==> config.mk <==
export PLATFORM = sky130hd
export DESIGN_NAME = score_keeper_flat
export DESIGN_NICKNAME = d
export VERILOG_FILES = /design/src/rtl/score_pkg.sv /design/src/rtl/score_keeper_if.sv /design/src/rtl/score_keeper_sat_adder.sv /design/src/rtl/score_keeper.sv /design/src/flat_wrapper.sv
export SDC_FILE = /design/constraint.sdc
export NUM_CORES = 1
export LEC_CHECK = 0
export CAP_MARGIN = 20
export CORE_UTILIZATION = 30
export DETAILED_ROUTE_END_ITERATION = 7
export DONT_BUFFER_PORTS = 1
export PLACE_DENSITY_LB_ADDON = 0.1
export SYNTH_ARGS = -nofsm -noshare
export SYNTH_HDL_FRONTEND = slang
export SYNTH_HIERARCHICAL = 1
export SYNTH_SLANG_ARGS = --single-unit
export TNS_END_PERCENT = 1
==> constraint.sdc <==
create_clock -name clk -period 3 [get_ports clk]
set_clock_uncertainty 0.05 [all_clocks]
set_input_delay 0.6 -clock clk [delete_from_list [all_inputs] [get_ports clk]]
set_output_delay 0.6 -clock clk [all_outputs]
set_load 0.02 [all_outputs]
==> src/rtl/score_pkg.sv <==
// score_pkg: shared game-phase encoding and score bus defaults for the scorer and display driver.
package score_pkg;
  localparam int SCORE_W   = 8;
  localparam int MAX_SCORE = 99;
  localparam int BONUS_PTS = 5;
  typedef enum logic [1:0] {
    ST_IDLE      = 2'd0,
    ST_PLAYING   = 2'd1,
    ST_GAME_OVER = 2'd2
  } state_e;
endpackage

==> src/rtl/score_keeper_if.sv <==
// score_keeper_if: game-event inputs and registered score outputs between game logic and scorer.
interface score_keeper_if;
  logic                          start;
  logic                          point;
  logic                          bonus;
  logic                          miss;
  logic                          clear_hi;
  logic [score_pkg::SCORE_W-1:0] score;
  logic [score_pkg::SCORE_W-1:0] hiscore;
  logic                          playing;
  logic                          game_over;
  logic                          new_hi;
  modport master (output start, point, bonus, miss, clear_hi,
                  input  score, hiscore, playing, game_over, new_hi);
  modport slave  (input  start, point, bonus, miss, clear_hi,
                  output score, hiscore, playing, game_over, new_hi);
endinterface

==> src/rtl/score_keeper_sat_adder.sv <==
// sat_adder: adds the point/bonus increments to a score, clamped at MAX_SCORE.
module sat_adder #(
  parameter int MAX_SCORE = score_pkg::MAX_SCORE,
  parameter int BONUS_PTS = score_pkg::BONUS_PTS,
  parameter int SCORE_W   = score_pkg::SCORE_W
) (
  input  logic [SCORE_W-1:0] a_i,
  input  logic               point_i,
  input  logic               bonus_i,
  output logic [SCORE_W-1:0] sum_o
);
  logic [SCORE_W:0] sum;
  assign sum   = {1'b0, a_i} + (SCORE_W+1)'(point_i) + (bonus_i ? (SCORE_W+1)'(BONUS_PTS) : '0);
  assign sum_o = sum > (SCORE_W+1)'(MAX_SCORE) ? SCORE_W'(MAX_SCORE) : sum[SCORE_W-1:0];
endmodule

==> src/rtl/score_keeper.sv <==
// score_keeper: game-phase FSM that accumulates score and commits the high score at game over.
module score_keeper #(
  parameter int MAX_SCORE = score_pkg::MAX_SCORE,
  parameter int BONUS_PTS = score_pkg::BONUS_PTS,
  parameter int SCORE_W   = score_pkg::SCORE_W
) (
  input logic           clk,
  input logic           rst_n,
  score_keeper_if.slave bus
);
  import score_pkg::*;
  state_e               state_q;
  logic                 start_q;
  logic                 start_rise;
  logic                 new_hi_q;
  logic [SCORE_W-1:0]   score_q;
  logic [SCORE_W-1:0]   hiscore_q;
  logic [SCORE_W-1:0]   score_d;
  assign start_rise = bus.start & ~start_q;
  sat_adder #(.MAX_SCORE(MAX_SCORE), .BONUS_PTS(BONUS_PTS), .SCORE_W(SCORE_W)) u_add (
    .a_i     (score_q),
    .point_i (bus.point),
    .bonus_i (bus.bonus),
    .sum_o   (score_d)
  );
  always_ff @(posedge clk) begin
    if (!rst_n) begin
      state_q   <= ST_IDLE;
      start_q   <= 1'b0;
      score_q   <= '0;
      hiscore_q <= '0;
      new_hi_q  <= 1'b0;
    end else begin
      start_q <= bus.start;
      case (state_q)
        ST_IDLE, ST_GAME_OVER: begin
          if (bus.clear_hi) begin
            hiscore_q <= '0;
            new_hi_q  <= 1'b0;
          end
          if (start_rise) begin
            state_q  <= ST_PLAYING;
            score_q  <= '0;
            new_hi_q <= 1'b0;
          end
        end
        ST_PLAYING: begin
          score_q <= score_d;
          // commit uses the post-increment score so same-cycle points count
          if (bus.miss) begin
            state_q   <= ST_GAME_OVER;
            new_hi_q  <= score_d > hiscore_q;
            hiscore_q <= score_d > hiscore_q ? score_d : hiscore_q;
          end
        end
        default: state_q <= ST_IDLE;
      endcase
    end
  end
  assign bus.score     = score_q;
  assign bus.hiscore   = hiscore_q;
  assign bus.new_hi    = new_hi_q;
  assign bus.playing   = state_q == ST_PLAYING;
  assign bus.game_over = state_q == ST_GAME_OVER;
endmodule

==> src/flat_wrapper.sv <==
// flat-port wrapper written by rule: the top's interface ports become plain ports
module score_keeper_flat import score_pkg::*;
#(
  parameter int MAX_SCORE = score_pkg::MAX_SCORE,
  parameter int BONUS_PTS = score_pkg::BONUS_PTS,
  parameter int SCORE_W   = score_pkg::SCORE_W
)
  (clk, rst_n, bus_start, bus_point, bus_bonus, bus_miss, bus_clear_hi, bus_score, bus_hiscore, bus_playing, bus_game_over, bus_new_hi);
  score_keeper_if bus_i ();
  input logic clk;
  input logic rst_n;
  input wire logic [$bits(bus_i.start)-1:0] bus_start;
  input wire logic [$bits(bus_i.point)-1:0] bus_point;
  input wire logic [$bits(bus_i.bonus)-1:0] bus_bonus;
  input wire logic [$bits(bus_i.miss)-1:0] bus_miss;
  input wire logic [$bits(bus_i.clear_hi)-1:0] bus_clear_hi;
  output wire logic [$bits(bus_i.score)-1:0] bus_score;
  output wire logic [$bits(bus_i.hiscore)-1:0] bus_hiscore;
  output wire logic [$bits(bus_i.playing)-1:0] bus_playing;
  output wire logic [$bits(bus_i.game_over)-1:0] bus_game_over;
  output wire logic [$bits(bus_i.new_hi)-1:0] bus_new_hi;
  assign bus_i.start = bus_start;
  assign bus_i.point = bus_point;
  assign bus_i.bonus = bus_bonus;
  assign bus_i.miss = bus_miss;
  assign bus_i.clear_hi = bus_clear_hi;
  assign bus_score = bus_i.score;
  assign bus_hiscore = bus_i.hiscore;
  assign bus_playing = bus_i.playing;
  assign bus_game_over = bus_i.game_over;
  assign bus_new_hi = bus_i.new_hi;
  score_keeper #(.MAX_SCORE(MAX_SCORE), .BONUS_PTS(BONUS_PTS), .SCORE_W(SCORE_W)) u_core (.clk(clk), .rst_n(rst_n), .bus(bus_i));
endmodule
==> results.py <==
metrics = {
    "power": {
        "combPwrFrac_pct": 22.2,
        "ir_drop_v": 0.000145,
        "power.density_nw_per_um2": 377,
        "switching_share_pct": 27.7,
        "p_int_mw": 0.457,
        "power_frac_clock_pct": 33.0,
        "p_leak_nw": 0.724,
        "p_seq_share_pct": 44.8,
        "netSwitchingPower_mw": 0.175,
    },
    "grt": {
        "grt_first_pass_wirelength_mm": 5.55,
        "antenna_found_initial": 0,
        "grt_overflow_total": 0,
        "grt_use_total_pct": 14.2,
        "grt_max_degree": 22,
        "grt_pass1_vias": 1128,
    },
    "setup_path": {
        "start_kind": "primary input",
        "cp-end-kind": "register",
        "cp.arrival_ns": 3.17,
        "reg2reg_depth": 13,
        "required_ns": 3.14,
        "rrSetupSlack_ns": -0.01,
        "r2r-start": "u_core/bus.score[0]$_SDFFE_PN0P_",
        "crit_fanout": 9,
        "critical_path_class": "primary input to register",
        "r2r-end": "u_core/bus.hiscore[3]$_SDFFE_PN0P_",
    },
    "place": {
        "gp_congestion": 0.782,
        "portBuffers": 0,
        "hpwl_mm": 2.68,
        "postPlaceCellArea_sq_um": 1580,
    },
    "yosys": {
        "netlist_area_sq_um": 1360,
        "yosysSeqAreaShare_pct": 29.4,
        "yosysTopAreaCell": "dfxtp_1",
        "yosys-top-cells-area": "dfxtp_1 (29%), ha_1 (9.2%), nand2_1 (7.4%)",
        "syn_nets": 174,
        "synth-simple-area-share_pct": 24.2,
        "synthArstFlopShare_pct": 0,
        "yosys_warnings": 6,
        "synth-xor-area-share_pct": 3.22,
        "synth_compound_area_share_pct": 18.3,
        "synth_top_flop_cell": "dfxtp_1",
        "avgSynthCellArea_sq_um": 8.73,
        "synth_top_family_by_area": "simple AND/OR/NAND/NOR gates",
        "synth_mux_area_share_pct": 8.27,
        "synthCells": 156,
        "synth-adder-area-share_pct": 10.7,
        "synth_top_area_share_pct": 29.4,
        "synth_edf_count": 0,
        "synth_cell_types": 46,
        "ys_ff_latch": 20,
    },
    "layout": {
        "diodes": 0,
        "mostFrequentLayoutCells": "nand2_1 (27), buf_4 (22), dfxtp_1 (19)",
        "fin_nets": 196,
        "post-route-util_pct": 38.5,
        "syn_to_final_growth_pct": 23.3,
        "final_cell_area_sq_um": 1680,
        "layout_commonest_cell": "nand2_1",
        "drive_gt1_share_pct": 24.3,
    },
    "detailed_routing": {
        "dr_total_vias": 1155,
        "wl_per_cell_um": 14.4,
        "post-route-drc-count": 0,
        "drtPass1Iterations": 4,
        "via_per_inst": 5.04,
        "drt_wl_total_mm": 3.30,
        "postRouteAntennaNets": 0,
        "drt-initial-drc-count": 34,
    },
    "die": {
        "io_pins": 26,
        "die_h_um": 69.4,
        "core_area_sq_um": 4350,
        "initial_core_util_pct": 31.3,
        "num_rows": 24,
        "fp.dieW_um": 69.4,
        "fp.dieArea_sq_um": 4810,
    },
    "clock_tree": {
        "clockBufferDepth": 2,
        "cts-root-buf": "clkbuf_8",
        "path_clk_slew_ns": 0.08,
        "h-tree-depth": 1,
        "numCtsBuffers": 3,
        "tritoncts": "done",
        "clock_latency_ns": 0.26,
        "clkSinkCount": 20,
    },
    "sta": {
        "setup_viol": 8,
        "rsz0062_at_grt": "true",
        "fin_crit_ns": 3.03,
        "fin_crit_sh_pct": 101,
        "fmax_ghz": 0.330,
        "slew_viol_final": 0,
        "final-hold-violation-count": 0,
        "relSlewSlack_pct": 59.1,
        "fin_setup_tns_ns": -0.0937,
        "worstMarginPinSlew_ns": 0.612,
        "worst_slack_ns": -0.0307,
    },
    "min_path": {
        "worstHoldPathCells": 1,
        "hold_path.class": "primary input to register",
        "whs_endpoint": "u_core/state_q[0]$_SDFFE_PN0P_",
        "hold_start": "rst_n",
    },
    "status": {
        "status": "finished with violations",
        "violations": "negative setup slack",
    },
    "job": {
        "drv_cap": 0,
    },
}
[stage by stage]
step           std cells  total power [mW]  setup WS (ns)  hold slack (ns)
2_1_floorplan        156             0.380        -0.0759            0.489
3_5_place_dp         223             0.423         -0.291            0.511
4_1_cts              228             0.638        -0.0278            0.399
5_1_grt              229             0.671         -0.190            0.396
6_report             229             0.632        -0.0307            0.404
3_3_place_gp         223             0.421         -0.231            0.512
[cells in the mapped netlist, drive strengths merged (4+ instances only)]
library cell  number
inv               11
ha                10
nor2b             11
buf                4
mux2i             10
nor2               6
dfxtp             20
o211ai             4
a22oi              8
nand2             27
a21oi              5
[cell type report]
cell class                 instances  area (sq um)
fill                             417          2680
multi-input combinational        119           925
sequential                        20           402
timing repair buffer              23           190
tap                               52          65.1
clock buffer                       4          55.1
inverter                          11          41.3
[power by group through the flow]
stage	clock network [mW]	logic, mW	registers (mW)
2_1_floorplan	0	0.0889	0.291
3_3_place_gp	0	0.132	0.289
3_5_place_dp	0	0.134	0.289
4_1_cts	0.218	0.138	0.282
5_1_grt	0.231	0.155	0.284
6_report	0.209	0.140	0.283
[metal layers]
| metal | GRT usage, % | part of all wire, % |
|---|---|---|
| met4 | 4.76 | 1.3 |
| met5 | 0 | 0 |
| met1 | 19.0 | 50 |
| met3 | 3.05 | 3.7 |
| met2 | 22.4 | 45 |
[cells by family after synthesis]
group | Yosys count
compound gates | 33
xor+xnor | 5
fa+ha+maj | 11
buf+inv | 17
flops | 20
mux | 10
other cells | 1
simple gates | 59
[critical path: stages]
cell       delay (ns)
fa_2             0.44
ha_4             0.21
a211oi_4         0.16
o311ai_2         0.13
o311a_1          0.18
o211ai_1         0.26
ha_1             0.29
nor2b_1          0.13
o211ai_1         0.15
a31oi_1          0.10
o211ai_1         0.13
clkbuf_16        0.21
mux2i_1          0.19
[sequential cells by signal, summed over array words and instances, names as in the netlist]
| register | cells |
|---|---|
| u_core/bus.hiscore | 8 |
| u_core/bus.new_hi | 1 |
| u_core/bus.score | 8 |
| u_core/start_q | 1 |
| u_core/state_q | 2 |
[timing repair]
item / CTS / global route
endpoints found under the setup margin: 9 / 9
endpoints found under the hold margin: 0 / 0
setup buffers: 1 / 1
gates cloned: 0 / 0
resized for setup: 1 / 5
hold buffers: 0 / 0
pin swaps: 2 / 4
[worst max path at each step]
stage	from	to	cells past startpoint
2_1_floorplan	bus_bonus	u_core/bus.hiscore[0]$_SDFFE_PN0P_	13
3_3_place_gp	bus_bonus	u_core/bus.hiscore[7]$_SDFFE_PN0P_	12
3_5_place_dp	bus_bonus	u_core/bus.hiscore[3]$_SDFFE_PN0P_	13
4_1_cts	bus_point	u_core/bus.hiscore[3]$_SDFFE_PN0P_	13
5_1_grt	u_core/bus.score[0]$_SDFFE_PN0P_	u_core/bus.hiscore[3]$_SDFFE_PN0P_	13
6_report	bus_point	u_core/bus.hiscore[3]$_SDFFE_PN0P_	13
Power figures use the tool's default switching activity.
